<file path="config.mk">
export PLATFORM = sky130hd
export DESIGN_NAME = pc_unit
export DESIGN_NICKNAME = d
export VERILOG_FILES = /design/src/rtl/pc_unit.sv
export SDC_FILE = /design/constraint.sdc
export NUM_CORES = 1
export LEC_CHECK = 0
export ABC_AREA = 1
export CAP_MARGIN = 0
export CORE_MARGIN = 3
export CORE_UTILIZATION = 56
export DETAILED_ROUTE_END_ITERATION = 7
export PLACE_DENSITY_LB_ADDON = 0.2
export SLEW_MARGIN = 30
export SYNTH_ARGS = -nofsm -noshare
export SYNTH_HDL_FRONTEND = slang
export SYNTH_SLANG_ARGS = --single-unit
</file>
<file path="constraint.sdc">
create_clock -name clk -period 2.56 [get_ports clk]
set_input_delay 0.512 -clock clk [delete_from_list [all_inputs] [get_ports clk]]
set_output_delay 0.512 -clock clk [all_outputs]
set_load 0.02 [all_outputs]
</file>
<file path="src/rtl/pc_unit.sv">
`default_nettype none
// ============================================================================
//  Module   : pc_unit
//  Brief    : Program counter with increment, relative branch, absolute load,
//             stall, and a circular call/return address stack with sticky
//             overflow/underflow flags.
//  Revision : 1.0 - initial release
// ============================================================================
module pc_unit #(
    parameter int unsigned           WIDTH     = 16,
    parameter int unsigned           INC       = 1,
    parameter logic [WIDTH-1:0]      RESET_VEC = '0,
    parameter int unsigned           RAS_DEPTH = 4
) (
    input  logic                         clk,
    input  logic                         reset,
    input  logic                         stall,
    input  logic                         pc_load,
    input  logic [WIDTH-1:0]             load_data,
    input  logic                         br_take,
    input  logic [WIDTH-1:0]             br_offset,
    input  logic                         call,
    input  logic                         ret,
    input  logic                         err_clr,
    output logic [WIDTH-1:0]             pc_out,
    output logic [$clog2(RAS_DEPTH):0]   ras_count,
    output logic                         ras_full,
    output logic                         ras_empty,
    output logic                         ras_ovf,
    output logic                         ras_unf
);

    localparam int unsigned          PTR_W     = $clog2(RAS_DEPTH);
    localparam int unsigned          CNT_W     = PTR_W + 1;
    localparam logic [WIDTH-1:0]     INC_VEC   = WIDTH'(INC);
    localparam logic [CNT_W-1:0]     DEPTH_CNT = CNT_W'(RAS_DEPTH);
    localparam logic [CNT_W-1:0]     CNT_ONE   = CNT_W'(1);
    localparam logic [PTR_W-1:0]     PTR_ONE   = PTR_W'(1);

    // Return-address storage; wr_ptr names the slot the next push lands in,
    // so the top of stack is always wr_ptr-1 and a push while full naturally
    // overwrites the oldest entry.
    logic [WIDTH-1:0]   ras_mem [RAS_DEPTH];
    logic [PTR_W-1:0]   wr_ptr;
    logic [PTR_W-1:0]   top_ptr;

    logic [WIDTH-1:0]   pc_inc;
    logic [WIDTH-1:0]   pc_branch;
    logic [WIDTH-1:0]   top_data;

    logic [WIDTH-1:0]   pc_next;
    logic [PTR_W-1:0]   ptr_next;
    logic [CNT_W-1:0]   count_next;
    logic               ovf_next;
    logic               unf_next;
    logic               push_en;

    assign top_ptr   = wr_ptr - PTR_ONE;
    assign top_data  = ras_mem[top_ptr];
    assign pc_inc    = pc_out + INC_VEC;
    assign pc_branch = pc_out + br_offset;

    assign ras_full  = (ras_count == DEPTH_CNT);
    assign ras_empty = (ras_count == '0);

    // Command arbitration: ret > call > pc_load > br_take > increment.
    always_comb begin
        pc_next    = pc_out;
        ptr_next   = wr_ptr;
        count_next = ras_count;
        ovf_next   = ras_ovf;
        unf_next   = ras_unf;
        push_en    = 1'b0;

        if (!stall) begin
            pc_next = pc_inc;

            // A clear is overridden below by any error raised in the same cycle.
            if (err_clr) begin
                ovf_next = 1'b0;
                unf_next = 1'b0;
            end

            if (ret) begin
                if (!ras_empty) begin
                    pc_next    = top_data;
                    ptr_next   = top_ptr;
                    count_next = ras_count - CNT_ONE;
                end else begin
                    unf_next   = 1'b1;
                end
            end else if (call) begin
                push_en  = 1'b1;
                pc_next  = load_data;
                ptr_next = wr_ptr + PTR_ONE;
                if (ras_full) begin
                    ovf_next = 1'b1;
                end else begin
                    count_next = ras_count + CNT_ONE;
                end
            end else if (pc_load) begin
                pc_next = load_data;
            end else if (br_take) begin
                pc_next = pc_branch;
            end
        end
    end

    always_ff @(posedge clk or negedge reset) begin
        if (!reset) begin
            pc_out    <= RESET_VEC;
            wr_ptr    <= '0;
            ras_count <= '0;
            ras_ovf   <= 1'b0;
            ras_unf   <= 1'b0;
        end else begin
            pc_out    <= pc_next;
            wr_ptr    <= ptr_next;
            ras_count <= count_next;
            ras_ovf   <= ovf_next;
            ras_unf   <= unf_next;
        end
    end

    // Stack contents carry no reset; validity is tracked solely by ras_count.
    always_ff @(posedge clk) begin
        if (push_en) begin
            ras_mem[wr_ptr] <= pc_inc;
        end
    end

endmodule
`default_nettype wire

</file>
==> flow_metrics.tcl, run 1 <==
set metrics [dict create \
    status "complete, no violations" \
    diodes 0 \
    fin_setup_tns_ns 0 \
    overflow 0 \
    crit_path_cell_trace "nor2_1, nand2_1, inv_1, clkdlybuf4s50_1" \
    htree_levels 3 \
    multi_input_area_um2 2390 \
    start_util 0.579 \
    port_buffers 62 \
    final_cell_mix "nand2_1 (189), inv_1 (85), nor2_1 (64), edfxtp_1 (64), clkdlybuf4s50_1 (62)" \
    async_flop_share 0.264 \
    drtIter0Drc 604 \
    max_cap_violations 0 \
    reg2reg_depth 14 \
    startpoint_type "flip-flop" \
    grt_pass1_vias 4767 \
    globalplace.congestion 0.927 \
    ys_seq_elements 87 \
    cts_setup_buffers 0 \
    final_common_cell "nand2_1" \
    skew_ns 0.00631 \
    worstHoldPathType "in -> async" \
    crit_fanout 4 \
    syn_area_um2 5400 \
    numCtsBuffers 9 \
    critPathArrivalTime_ns 1.91 \
    synth.distinct_cells 40 \
    cts_resized 0 \
    relSlewSlack 0.594 \
    cts_buffer_depth 2 \
    post-route-min-period_ns 2.42 \
    drt_first_pass_iters 7 \
    ys_warn_count 0 \
    dp.final_hpwl_mm 11.0 \
    powerDensity_nw_per_um2 1120 \
    drc_errors 0 \
    layout-drive-gt1-share 0.0760 \
    die_w_um 104 \
    reg2reg_to "pc_out[10]" \
    syn_to_final_growth_pct 19.4 \
    rsz0062_at_grt "false" \
    cp_slowest_stage_delay_ns 0.64 \
    final_max_slew_viol_count 0 \
    root_buffer "clkbuf_8" \
    syn-num-nets 728 \
    clock_latency_ns 0.36 \
    finalCritPeriodShare 0.947 \
    path_class "reg -> out" \
    r2r_slack_ns 0.42 \
    clk_pin_slew_worst_paths_ns 0.09 \
    nNetsFinal 807 \
    critPathRequiredTime_ns 2.05 \
    leakage_nw 2.91 \
    cpMaxStageDelayCell "clkdlybuf4s50_1" \
    peakVddDrop_mv 0.460 \
    drtAntennaViolNets 0 \
    grt_max_degree 40 \
    track_usage 0.279 \
    hold_slack_ns 0.509 \
    cts_hold_buf 0 \
    rows 35 \
    syn_inst 666 \
    antenna_found_initial 0 \
    finalInstanceArea_um2 6450 \
    routed_wl_mm 15.0 \
    nFillCells 785 \
    synth_edf_count 64 \
    power_mw 7.20 \
    core_area_um2 9330 \
    chipHeight_um 104 \
    wl_per_cell_um 17.1 \
    cts_sinks 87 \
    tightestPinTransition_ns 0.608 \
    io_pins 63 \
    vias_per_cell 5.61 \
    finish.utilization 0.692 \
    end_kind "output port" \
    yosysSeqAreaShare 0.462 \
    regArea_um2 2500 \
    r2r-start "pc_out[0]" \
    hold_violations 0 \
    grt_pass1_wl_mm 23.9 \
    dieArea_um2 10900 \
    placed_area_um2 6210 \
    fmax_mhz 412 \
    synth_area_per_cell_um2 8.11 \
    synth_top_flop_cell "edfxtp_1" \
    vias 4929 \
    setup-violations-final 0 \
    cts_tree "built" \
]
cell usage after synthesis, types with 2 or more instances:
cell type | instances | area [um^2]
nand3b_1 | 2 | 15.0
nand3_1 | 41 | 205
clkbuf_1 | 8 | 30.0
clkbuf_8 | 6 | 82.6
nor2_2 | 3 | 18.8
o211ai_1 | 5 | 37.5
o21bai_1 | 2 | 15.0
ha_1 | 20 | 250
nand2_1 | 189 | 709
and2_1 | 2 | 12.5
nor3_1 | 3 | 15.0
xor2_1 | 11 | 96.3
fa_1 | 2 | 40.0
nand4_1 | 6 | 37.5
inv_1 | 85 | 319
nor2_4 | 2 | 22.5
edfxtp_1 | 64 | 1920
clkinv_1 | 2 | 7.51
dfrtp_1 | 23 | 576
nor2_1 | 64 | 240
buf_2 | 5 | 25.0
a22oi_1 | 3 | 22.5
xnor2_1 | 3 | 26.3
a21oi_1 | 36 | 180
o21ai_1 | 5 | 25.0
a31oi_1 | 3 | 18.8
o22ai_1 | 10 | 62.6
xnor2_2 | 2 | 32.5
o21ai_0 | 46 | 230
nand2_2 | 3 | 18.8
worst max-delay path by stage:
| stage | from | end | slack (ns) | cells past startpoint |
|---|---|---|---|---|
| after floorplan | wr_ptr[0] | ras_mem[0][0] | 0.31 | 6 |
| after global placement | br_offset[0] | pc_out[14] | 0.03 | 15 |
| after detailed placement | br_offset[0] | pc_out[6] | -0.02 | 12 |
| after CTS | ras_count[1] | ras_empty | 0.14 | 4 |
| after global routing | ras_count[1] | ras_empty | 0.09 | 4 |
| final | ras_count[1] | ras_empty | 0.14 | 4 |
stage by stage:
step | worst slack [ns] | instances
2_1_floorplan | 0.314 | 666
3_3_place_gp | 0.0330 | 863
3_5_place_dp | -0.0193 | 863
4_1_cts | 0.136 | 879
5_1_grt | 0.0941 | 879
6_report | 0.136 | 879
cell families after synthesis:
group / synth area share
fa+ha+maj: 0.0537
simple gates: 0.244
flops: 0.462
xor+xnor: 0.0287
buf+inv: 0.0947
compound gates: 0.116
where the power goes:
part / leakage [nW] / switching (mW) / internal, mW
Combinational: 1.94 / 2.49 / 1.40
Clock: 0.118 / 0.504 / 0.652
Sequential: 0.849 / 0.252 / 1.91
sequential cells by signal, indices dropped and copies added, names as in the netlist:
register	cells
pc_out	16
ras_unf	1
ras_count	3
wr_ptr	2
ras_mem	64
ras_ovf	1
routing by layer:
| metal | part of all wire | vias up | global-route usage | routed length, um |
|---|---|---|---|---|
| met3 | 0.077 | 38 | 0.0310 | 1150 |
| met1 | 0.40 | 2307 | 0.362 | 6030 |
| met2 | 0.50 | 237 | 0.477 | 7490 |
| met4 | 0.022 | 0 | 0.117 | 331 |
| li1 | - | 2347 | - | - |
| met5 | 0 | - | 0 | 0 |
worst max-delay path, delay by kind of cell (launching register included):
kind          cells  cell delay (ns)
buf+inv           2             0.82
flops             1             0.42
simple gates      2             0.32
area by class of cell:
class,instances,share of cell area
clock buffer,9,0.0192
clock inverter,7,0.0184
inverter,87,0.0506
multi-input combinational,470,0.371
sequential,87,0.387
tap,129,0.0250
timing repair buffer,90,0.129
(Power assumes the default switching activity.)
==> run 2: changes to the inputs <==
--- a/config.mk
+++ b/config.mk
@@ -10,6 +10,7 @@
 export CORE_MARGIN = 3
 export CORE_UTILIZATION = 56
 export DETAILED_ROUTE_END_ITERATION = 7
+export DONT_BUFFER_PORTS = 1
 export PLACE_DENSITY_LB_ADDON = 0.2
 export SLEW_MARGIN = 30
 export SYNTH_ARGS = -nofsm -noshare
==> flow_metrics.tcl, run 2 (synthesis gave the netlist of run 1 again) <==
set metrics [dict create \
    syn_to_final_growth_pct 7.39 \
    p_switching_mw 3.16 \
    vias_per_cell 5.53 \
    internal_power_mw 3.56 \
    startpoint_type "flip-flop" \
    fin_setup_tns_ns 0 \
    comb_power_share 0.511 \
    rsz0062_at_grt "false" \
    htree_levels 3 \
    drtIter0Drc 306 \
    final_common_cell "nand2_1" \
    hold-path-endpoint "pc_out[2]" \
    hold_violations 0 \
    cts_resized 0 \
    critPathArrivalTime_ns 2.42 \
    globalplace.congestion 1.03 \
    placed_area_um2 5540 \
    drt_first_pass_iters 5 \
    fin_cells 813 \
    reg.largest.list "ras_mem x64, pc_out x16, ras_count x3" \
    status "complete, no violations" \
    nNetsFinal 741 \
    diodes 0 \
    grt_max_degree 40 \
    root_buffer "clkbuf_8" \
    path_common_cell "nand2_1" \
    finalCritPeriodShare 0.849 \
    dp_cells 795 \
    finalInstanceArea_um2 5800 \
    numCtsBuffers 9 \
    overflow 0 \
    power_mw 6.72 \
    crit_fanout 6 \
    rows 35 \
    critPathLaunch "pc_out[1]" \
    port_buffers 0 \
    clock_power_share 0.163 \
    critPathRequiredTime_ns 2.81 \
    layout-drive-gt1-share 0.0760 \
    track_usage 0.274 \
    seqPwrFrac 0.326 \
    p_sw_frac 0.470 \
    final_max_slew_viol_count 0 \
    clock_latency_ns 0.35 \
    tightestPinTransition_ns 0.632 \
    peakVddDrop_mv 0.497 \
    final_cell_mix "nand2_1 (189), inv_1 (85), nor2_1 (64), edfxtp_1 (64), o21ai_0 (46)" \
    largest_reg_flops 64 \
    clk_pin_slew_worst_paths_ns 0.10 \
    r2r-start "pc_out[1]" \
    r2r_slack_ns 0.39 \
    crit_path_cell_trace "ha_1, inv_1, nor2_4, nand3_2, o21ai_0, nand2_1, o21ai_1, inv_1, nand2_1, nand2_1, nand2_1, a21oi_1" \
    worstHoldPathType "in -> reg" \
    powerDensity_nw_per_um2 1160 \
    dp.final_hpwl_mm 10.5 \
    start_util 0.579 \
    io_pins 63 \
    post-route-min-period_ns 2.17 \
    die_w_um 104 \
    end_kind "flip-flop" \
    cts_setup_buffers 0 \
    cp_slowest_stage_delay_ns 0.59 \
    cp_top_family "simple AND/OR/NAND/NOR gates" \
    drtAntennaViolNets 0 \
    dieArea_um2 10900 \
    regMostFlops "ras_mem" \
    setup-violations-final 0 \
    reg2reg_to "pc_out[14]" \
    reg2reg_depth 12 \
    wl_per_cell_um 17.6 \
    max_cap_violations 0 \
    grt_pass1_vias 4442 \
    vias 4496 \
    cts_sinks 87 \
    core_area_um2 9330 \
    routed_wl_mm 14.3 \
    cts_tree "built" \
    grt_pass1_wl_mm 23.3 \
    relSlewSlack 0.578 \
    cts_buffer_depth 2 \
    fmax_mhz 460 \
    skew_ns 0.0121 \
    holdPathStages 1 \
    antenna_found_initial 0 \
    path_class "reg -> reg" \
    chipHeight_um 104 \
    hold_start "stall" \
    cts_hold_buf 2 \
    drc_errors 0 \
    worst-path-buf-inv 2 \
    cpMaxStageDelayCell "dfrtp_1" \
    leakage_nw 2.65 \
]
==> run 2: metal layers <==
metal / part of all wire / wire [um] / track usage / vias up
met5: 0 / 0 / 0 / -
met2: 0.47 / 6740 / 0.444 / 171
li1: - / - / - / 2219
met4: 0.026 / 368 / 0.0950 / 0
met3: 0.082 / 1170 / 0.0726 / 26
met1: 0.42 / 6020 / 0.357 / 2080
==> run 2: worst max-delay path by stage <==
stage / to / slack [ns] / cells past startpoint
after floorplan: ras_mem[0][0] / 0.31 / 6
after global placement: pc_out[14] / 0.42 / 14
after detailed placement: pc_out[6] / 0.37 / 11
after CTS: pc_out[11] / 0.39 / 13
after global routing: pc_out[11] / 0.14 / 13
final: pc_out[14] / 0.39 / 12
==> run 2: cell type report <==
type | instances | area (um^2)
flip-flops and latches | 87 | 2500
well taps | 129 | 161
clock buffers | 9 | 124
clock inverters | 7 | 104
multi-input cells | 470 | 2390
inverters | 87 | 327
repair buffers | 24 | 195
fillers | 829 | 3530
==> run 2: worst register-to-register path, delay by kind of cell (launching register included) <==
family	cells	cell delay, ns
AND/OR/NAND/NOR	6	0.66
flip-flops	1	0.59
AO/OA/AOI/OAI	3	0.40
adder cells (fa/ha/maj)	1	0.27
buffers and inverters	2	0.14
==> run 2: power groups by stage <==
stage          Combinational (mW)  Sequential (mW)  Clock [mW]
2_1_floorplan                2.28             2.33           0
3_3_place_gp                 3.30             2.21           0
3_5_place_dp                 3.40             2.21           0
4_1_cts                      3.43             2.19        1.11
5_1_grt                      3.88             2.22        1.17
6_report                     3.43             2.19        1.09
==> run 2: per-stage QoR <==
stage	setup WS [ns]	utilization	hold WS, ns
final	0.386	0.622	0.240
after global routing	0.141	0.622	0.219
after CTS	0.387	0.622	0.226
after detailed placement	0.369	0.594	0.217
after global placement	0.422	0.594	0.217
after floorplan	0.314	-	0.216
